[config.mk]
export PLATFORM = sky130hd
export DESIGN_NAME = counter_bcd_display
export DESIGN_NICKNAME = d
export VERILOG_FILES = /design/src/rtl/counter_bcd_display.sv
export SDC_FILE = /design/constraint.sdc
export NUM_CORES = 1
export LEC_CHECK = 0
export ABC_AREA = 0
export CORE_ASPECT_RATIO = 1.75
export CORE_MARGIN = 4
export CORE_UTILIZATION = 34
export DETAILED_ROUTE_END_ITERATION = 8
export PLACE_DENSITY_LB_ADDON = 0.15
export SYNTH_ARGS = -nofsm -noshare
export SYNTH_HDL_FRONTEND = slang
export SYNTH_SLANG_ARGS = --single-unit
export TNS_END_PERCENT = 10
[constraint.sdc]
create_clock -name clk -period 2.85 [get_ports clk]
set_input_delay 0.57 -clock clk [delete_from_list [all_inputs] [get_ports clk]]
set_output_delay 0.57 -clock clk [all_outputs]
set_load 0.01 [all_outputs]
[src/rtl/counter_bcd_display.sv]
// Binary-to-BCD display stage: double-dabble converter plus multiplexed common-anode 7-segment scan.
// Optional build macro LEADING_ZERO_BLANK_EN blanks leading zero digits on the display only.
module counter_bcd_display #(
  parameter int REFRESH_DIV = 50000
) (
  input  logic        clk,
  input  logic        rst,
  input  logic [7:0]  bin_in,
  output logic [11:0] bcd_out,
  output logic        busy,
  output logic [2:0]  an,
  output logic [6:0]  seg
);

  localparam int CNT_W = (REFRESH_DIV > 1) ? $clog2(REFRESH_DIV) : 1;
  localparam logic [CNT_W-1:0] SCAN_LAST = CNT_W'(REFRESH_DIV - 1);

  typedef enum logic [1:0] {IDLE, SHIFT, DONE} state_t;

  state_t      state, state_next;
  logic        start;
  logic [7:0]  shreg;
  logic [11:0] scratch;
  logic [11:0] scratch_adj;
  logic [3:0]  shift_cnt;
  logic [7:0]  last_val;
  logic        force_conv;

  logic [CNT_W-1:0] scan_cnt;
  logic [1:0]       idx, idx_next;
  logic             scan_tick;
  logic [3:0]       digit;
  logic             blank;

  function automatic logic [11:0] add3(input logic [11:0] v);
    logic [11:0] r;
    r = v;
    for (int i = 0; i < 3; i++) begin
      if (r[4*i +: 4] >= 4'd5) r[4*i +: 4] = r[4*i +: 4] + 4'd3;
    end
    return r;
  endfunction

  function automatic logic [6:0] glyph(input logic [3:0] d);
    case (d)
      4'd0:    glyph = 7'b1000000;
      4'd1:    glyph = 7'b1111001;
      4'd2:    glyph = 7'b0100100;
      4'd3:    glyph = 7'b0110000;
      4'd4:    glyph = 7'b0011001;
      4'd5:    glyph = 7'b0010010;
      4'd6:    glyph = 7'b0000010;
      4'd7:    glyph = 7'b1111000;
      4'd8:    glyph = 7'b0000000;
      4'd9:    glyph = 7'b0010000;
      default: glyph = 7'b1111111;
    endcase
  endfunction

  function automatic logic [2:0] enable(input logic [1:0] i);
    case (i)
      2'd0:    enable = 3'b110;
      2'd1:    enable = 3'b101;
      2'd2:    enable = 3'b011;
      default: enable = 3'b111;
    endcase
  endfunction

  always_ff @(posedge clk or posedge rst) begin
    if (rst) state <= IDLE;
    else     state <= state_next;
  end

  always_comb begin
    state_next = state;
    start      = 1'b0;
    case (state)
      IDLE: begin
        if ((bin_in != last_val) || force_conv) begin
          start      = 1'b1;
          state_next = SHIFT;
        end
      end
      SHIFT:   if (shift_cnt == 4'd7) state_next = DONE;
      DONE:    state_next = IDLE;
      default: state_next = IDLE;
    endcase
  end

  assign busy        = (state != IDLE);
  assign scratch_adj = add3(scratch);

  always_ff @(posedge clk or posedge rst) begin
    if (rst) begin
      shreg      <= 8'h00;
      scratch    <= 12'h000;
      shift_cnt  <= 4'd0;
      last_val   <= 8'h00;
      force_conv <= 1'b1;
      bcd_out    <= 12'h000;
    end else if (start) begin
      shreg      <= bin_in;
      last_val   <= bin_in;
      scratch    <= 12'h000;
      shift_cnt  <= 4'd0;
      force_conv <= 1'b0;
    end else if (state == SHIFT) begin
      {scratch, shreg} <= {scratch_adj[10:0], shreg, 1'b0};
      shift_cnt        <= shift_cnt + 4'd1;
    end else if (state == DONE) begin
      bcd_out <= scratch;
    end
  end

  // Scan: an and seg are both derived from idx_next so they switch together.
  assign scan_tick = (scan_cnt == SCAN_LAST);

  always_comb begin
    idx_next = idx;
    if (scan_tick) idx_next = (idx == 2'd2) ? 2'd0 : idx + 2'd1;
  end

  always_comb begin
    case (idx_next)
      2'd1:    digit = bcd_out[7:4];
      2'd2:    digit = bcd_out[11:8];
      default: digit = bcd_out[3:0];
    endcase
  end

`ifdef LEADING_ZERO_BLANK_EN
  always_comb begin
    blank = 1'b0;
    if (idx_next == 2'd2 && bcd_out[11:8] == 4'd0) blank = 1'b1;
    if (idx_next == 2'd1 && bcd_out[11:4] == 8'h00) blank = 1'b1;
  end
`else
  assign blank = 1'b0;
`endif

  always_ff @(posedge clk or posedge rst) begin
    if (rst) begin
      scan_cnt <= '0;
      idx      <= 2'd0;
      an       <= 3'b110;
      seg      <= 7'b1000000;
    end else begin
      scan_cnt <= scan_tick ? '0 : scan_cnt + 1'b1;
      idx      <= idx_next;
      an       <= enable(idx_next);
      seg      <= blank ? 7'b1111111 : glyph(digit);
    end
  end

endmodule

==> out/results.txt, run 1 <==
The number of antenna diodes in the final layout is 0. Clock skew on the completed layout was measured at 0.00948 ns. Among all flip-flop cells after synthesis, the most frequent one is dfrtp_1. Across the run, the number of max-cap violations was 0. For the pin with the worst max-slew slack, the measured transition is 0.616 ns. The worst setup path is launched from a flip-flop. Number of antenna violations at the first check in global routing: 0. The run gives 3 as the count of H-tree levels built during CTS. The total grt overflow was 0; the count of endpoints failing hold in the final timing report was 0. The share of total power dissipated in combinational logic is 38.7%.

Internal power consumption: 3.00 mW. The share of total power in sequential cells was 36.4%; the signal arrival time at the worst endpoint was 2.97 ns. Most used standard cell by instance count after synthesis: dfrtp_1.

For the number of global-route vias before repair, the log shows 2860. For the worst setup slack before clock tree synthesis, the log shows -0.0271 ns. The worst path uses 96.1% of the clock period. For the maximum buffer depth of the clock tree, the log shows 2.

The synthesized design spends more area on one cell type than any other, namely dfrtp_1. The congestion estimate from routability-driven global placement came to 0.755. The slowest stage of the critical path is the dfrtp_1 cell. The critical path contains buffers and inverters numbering 2 combined.

The hold buffer count at cts came out at 0. The critical path goes through nor4b_4, nand3b_4, nor4_4, buf_4, a21oi_2, ha_4, nor2_1, a21o_1, buf_4, ha_1, a21o_1. The worst pin sits at a relative slew slack of 58.8%. Global routing consumed, over all layers together, 13.6% of the routing resources.

The filler cells instantiated in the layout total 1013. The sequential standard cell area was 1880 sq um. The root buffer selected by CTS is clkbuf_16. The fraction of final layout cells with drive strength greater than 1 is 20.6%. The number of sinks handled by clock tree synthesis is 75, and the count of synthesis-stage warnings from yosys is 0. STA puts the critical path data required time at 3.08 ns. The residual DRC count was 0; the post-detailed-route via-to-cell ratio was 4.97. TritonCTS built the clock tree.

The top-level port count is 33, and the clock input transition at the sequential cells of the worst setup and hold paths is 0.06 ns. Based on the critical path, the design can be clocked at up to 365 MHz. The first global-routing pass estimated 13600 um of wire. Summed over all cells, the static leakage comes to 2.18 nW. The layout overhead on the synthesized area was 29.0%. Vertical die dimension: 146 um. STA classifies the critical path endpoint as a flip-flop. Summed over all failing endpoints, the final setup total negative slack is 0 ns. Of all nets on the critical path, the largest fanout is 6. The count of buffers added on input and output ports is 32. By count the netlist is led by dfrtp_1, nand2_1, nor2_1.

Among cell families on the critical path, the largest total delay comes from simple AND/OR/NAND/NOR gates. The proportion of netlist area held by the largest area contributor was 48.1%. The post-DP HPWL came out at 5840 um. Area of the multi-input gates: 1800 sq um. The run finished with clean final reports. The largest single stage delay on the critical path is 0.41 ns.

The final wirelength was 8040 um. The logs give 12700 sq um for the area of the die and 0 for the total setup violations reported at the end of the flow. The number of nets in the synthesized netlist is 379. In this run the power spent charging and discharging nets is 1.64 mW. For this block, the initial DRC count from the detailed router was 104. After technology mapping, the gate count stands at 355. The initial standard-cell utilization of the core is 34.7%. The number of different library cells in the post-synthesis netlist was 49; the clock period minus final worst setup slack was 2.74 ns.

The summed instance area of the synthesized netlist was 3690 sq um. Setup repair after global routing could not meet its margin everywhere. The synthesized design contains 0 enable-type register cells. Sequential elements use 50.9% of the synthesized area. The routed length per placed instance is 14.7 um.

The routed via count came out at 2721. In this run switching power makes up 35.4% of total power. Across all setup checks in the final design, the least slack found is 0.111 ns. Buffers inserted during clock tree synthesis total 9. Synthesized flop and latch total: 75. For this run, asynchronously set or reset flops after synthesis account for 100%. Of the total power, the clock network draws 24.9%.

Dividing total power by cell area gives a power density of 974 nW/um^2. The run gives 439 uV as the largest voltage drop on the vdd net. For the antenna violation net count after detailed routing, the log shows 0. The insertion delay to the later sink of the worst-skew pair was 0.33 ns. For this run, the detailed router's first-pass iteration total came to 4. The worst setup path is of the reg2reg kind. Yosys attributes the largest share of cell area to dfrtp_1, ha_1, nand2_1, xor2_1, mux2_2.

The final layout contains 437 nets. The average cell area after synthesis was 10.4 sq um. The die boundary width was 86.8 um. The tightest min-delay check is of the reg2reg type. Entering global routing, the biggest net connects 60 pins.

The number of max-slew violations in the final report was 0; the number of standard-cell rows in the floorplan was 50. The standard cell core area was 10600 sq um.
## final cells by class
| class | instances | share of cell area (%) |
|---|---|---|
| multi-input cells | 244 | 37.8 |
| well taps | 130 | 3.41 |
| inverters | 26 | 2.05 |
| repair buffers | 57 | 10.9 |
| clock inverters | 4 | 1.02 |
| clock buffers | 12 | 5.38 |
| flip-flops and latches | 75 | 39.5 |
## state kept, by name, summed over array words and instances (netlist names), 3 cells and up
register and count:
an 3, bcd_out 12, last_val 8, scan_cnt 16, scratch 12, seg 7
shift_cnt 4, shreg 8
## metrics by stage
step                power (mW)  hold slack (ns)  util, %  instance area (sq um)  cells
floorplan                 2.84            0.444        -                   3690    355
global placement          3.45            0.460     40.2                   4280    526
detailed placement        3.48            0.483     40.2                   4280    526
CTS                       4.65            0.482     43.2                   4590    542
global route              5.02            0.489     44.8                   4760    548
finish                    4.64            0.476     44.8                   4760    548
## cell usage in the layout (no fill, tap or decap), types with 3 or more instances in the layout
master           count
nand4_1              4
ha_4                 3
inv_2                3
xor2_1              17
inv_1               22
nand2b_1             6
dfrtp_1             71
o32ai_1              3
clkdlybuf4s50_1     32
a211oi_1             7
xnor2_1             10
dfstp_2              4
mux2_2              13
a221o_1              4
o31ai_1              3
o21ai_0              5
a21oi_1             15
mux2i_1              3
buf_4               23
nor3_1               4
nand2_1             45
o21ai_1              6
nor2_1              29
a22oi_2              3
o311ai_1             3
a21oi_2              3
nand3_1              8
nor2b_1              3
a22oi_1              3
clkbuf_16            9
a21o_1               5
ha_1                10
## worst reg2reg max path: stages (launching register included)
cell	delay [ns]
dfrtp_1	0.41
nor4b_4	0.34
nand3b_4	0.14
nor4_4	0.33
buf_4	0.18
a21oi_2	0.09
ha_4	0.32
nor2_1	0.05
a21o_1	0.17
buf_4	0.14
ha_1	0.31
a21o_1	0.16
## layer usage
metal  global-route usage, %  part of all wire, %  vias to the layer above
met1                    14.6                   39                     1324
li1                        -                    -                     1336
met2                    23.9                   55                       46
met5                       0                    0                        -
met3                    3.29                  3.1                       15
met4                    6.79                  2.7                        0
## power by group through the flow
stage          Combinational, mW  Clock, mW  Sequential (mW)
2_1_floorplan               1.16          0             1.68
3_3_place_gp                1.74          0             1.70
3_5_place_dp                1.77          0             1.71
4_1_cts                     1.78       1.18             1.69
5_1_grt                     2.04       1.23             1.75
6_report                    1.80       1.15             1.69
## cells by family after synthesis
logic type	synth area share, %
buffers and inverters	4.03
xor gates and xnor gates	6.40
adders and majority gates	4.74
AOI/OAI and AO/OA	12.6
DFF	50.9
and+or+nand+nor	15.8
muxes	5.45
## worst paths after layout
check	cells after the start	from	to	slack (ns)
max	11	scan_cnt[12]	seg[3]	0.11
min	1	shift_cnt[3]	state[1]	0.48
max reg2reg	11	scan_cnt[12]	seg[3]	0.11
min reg2reg	1	shift_cnt[3]	state[1]	0.48
max in group asynchronous	3	rst	an[1]	1.61
min in group asynchronous	2	rst	scan_cnt[0]	0.55
## repair_timing
item / 4_1_cts / 5_1_grt
hold endpoints to repair: 0 / 0
buffers inserted: 0 / 6
gates resized for setup: 1 / 28
pin swaps: 0 / 9
setup endpoints to repair: 1 / 7
(Power assumes the default switching activity.)
==> run 2, diff against run 1 <==
--- a/config.mk
+++ b/config.mk
@@ -9,6 +9,7 @@
 export CORE_ASPECT_RATIO = 1.75
 export CORE_MARGIN = 4
 export CORE_UTILIZATION = 34
+export CTS_CLUSTER_SIZE = 16
 export DETAILED_ROUTE_END_ITERATION = 8
 export PLACE_DENSITY_LB_ADDON = 0.15
 export SYNTH_ARGS = -nofsm -noshare
==> results of run 2 <==
No change in the layout: final DEF, timing and power equal those of run 1.
==> run 3, diff against run 2 <==
--- a/config.mk
+++ b/config.mk
@@ -6,6 +6,7 @@
 export NUM_CORES = 1
 export LEC_CHECK = 0
 export ABC_AREA = 0
+export CAP_MARGIN = 20
 export CORE_ASPECT_RATIO = 1.75
 export CORE_MARGIN = 4
 export CORE_UTILIZATION = 34
==> results of run 3 <==
No change in the layout: final DEF, timing and power equal those of run 1.
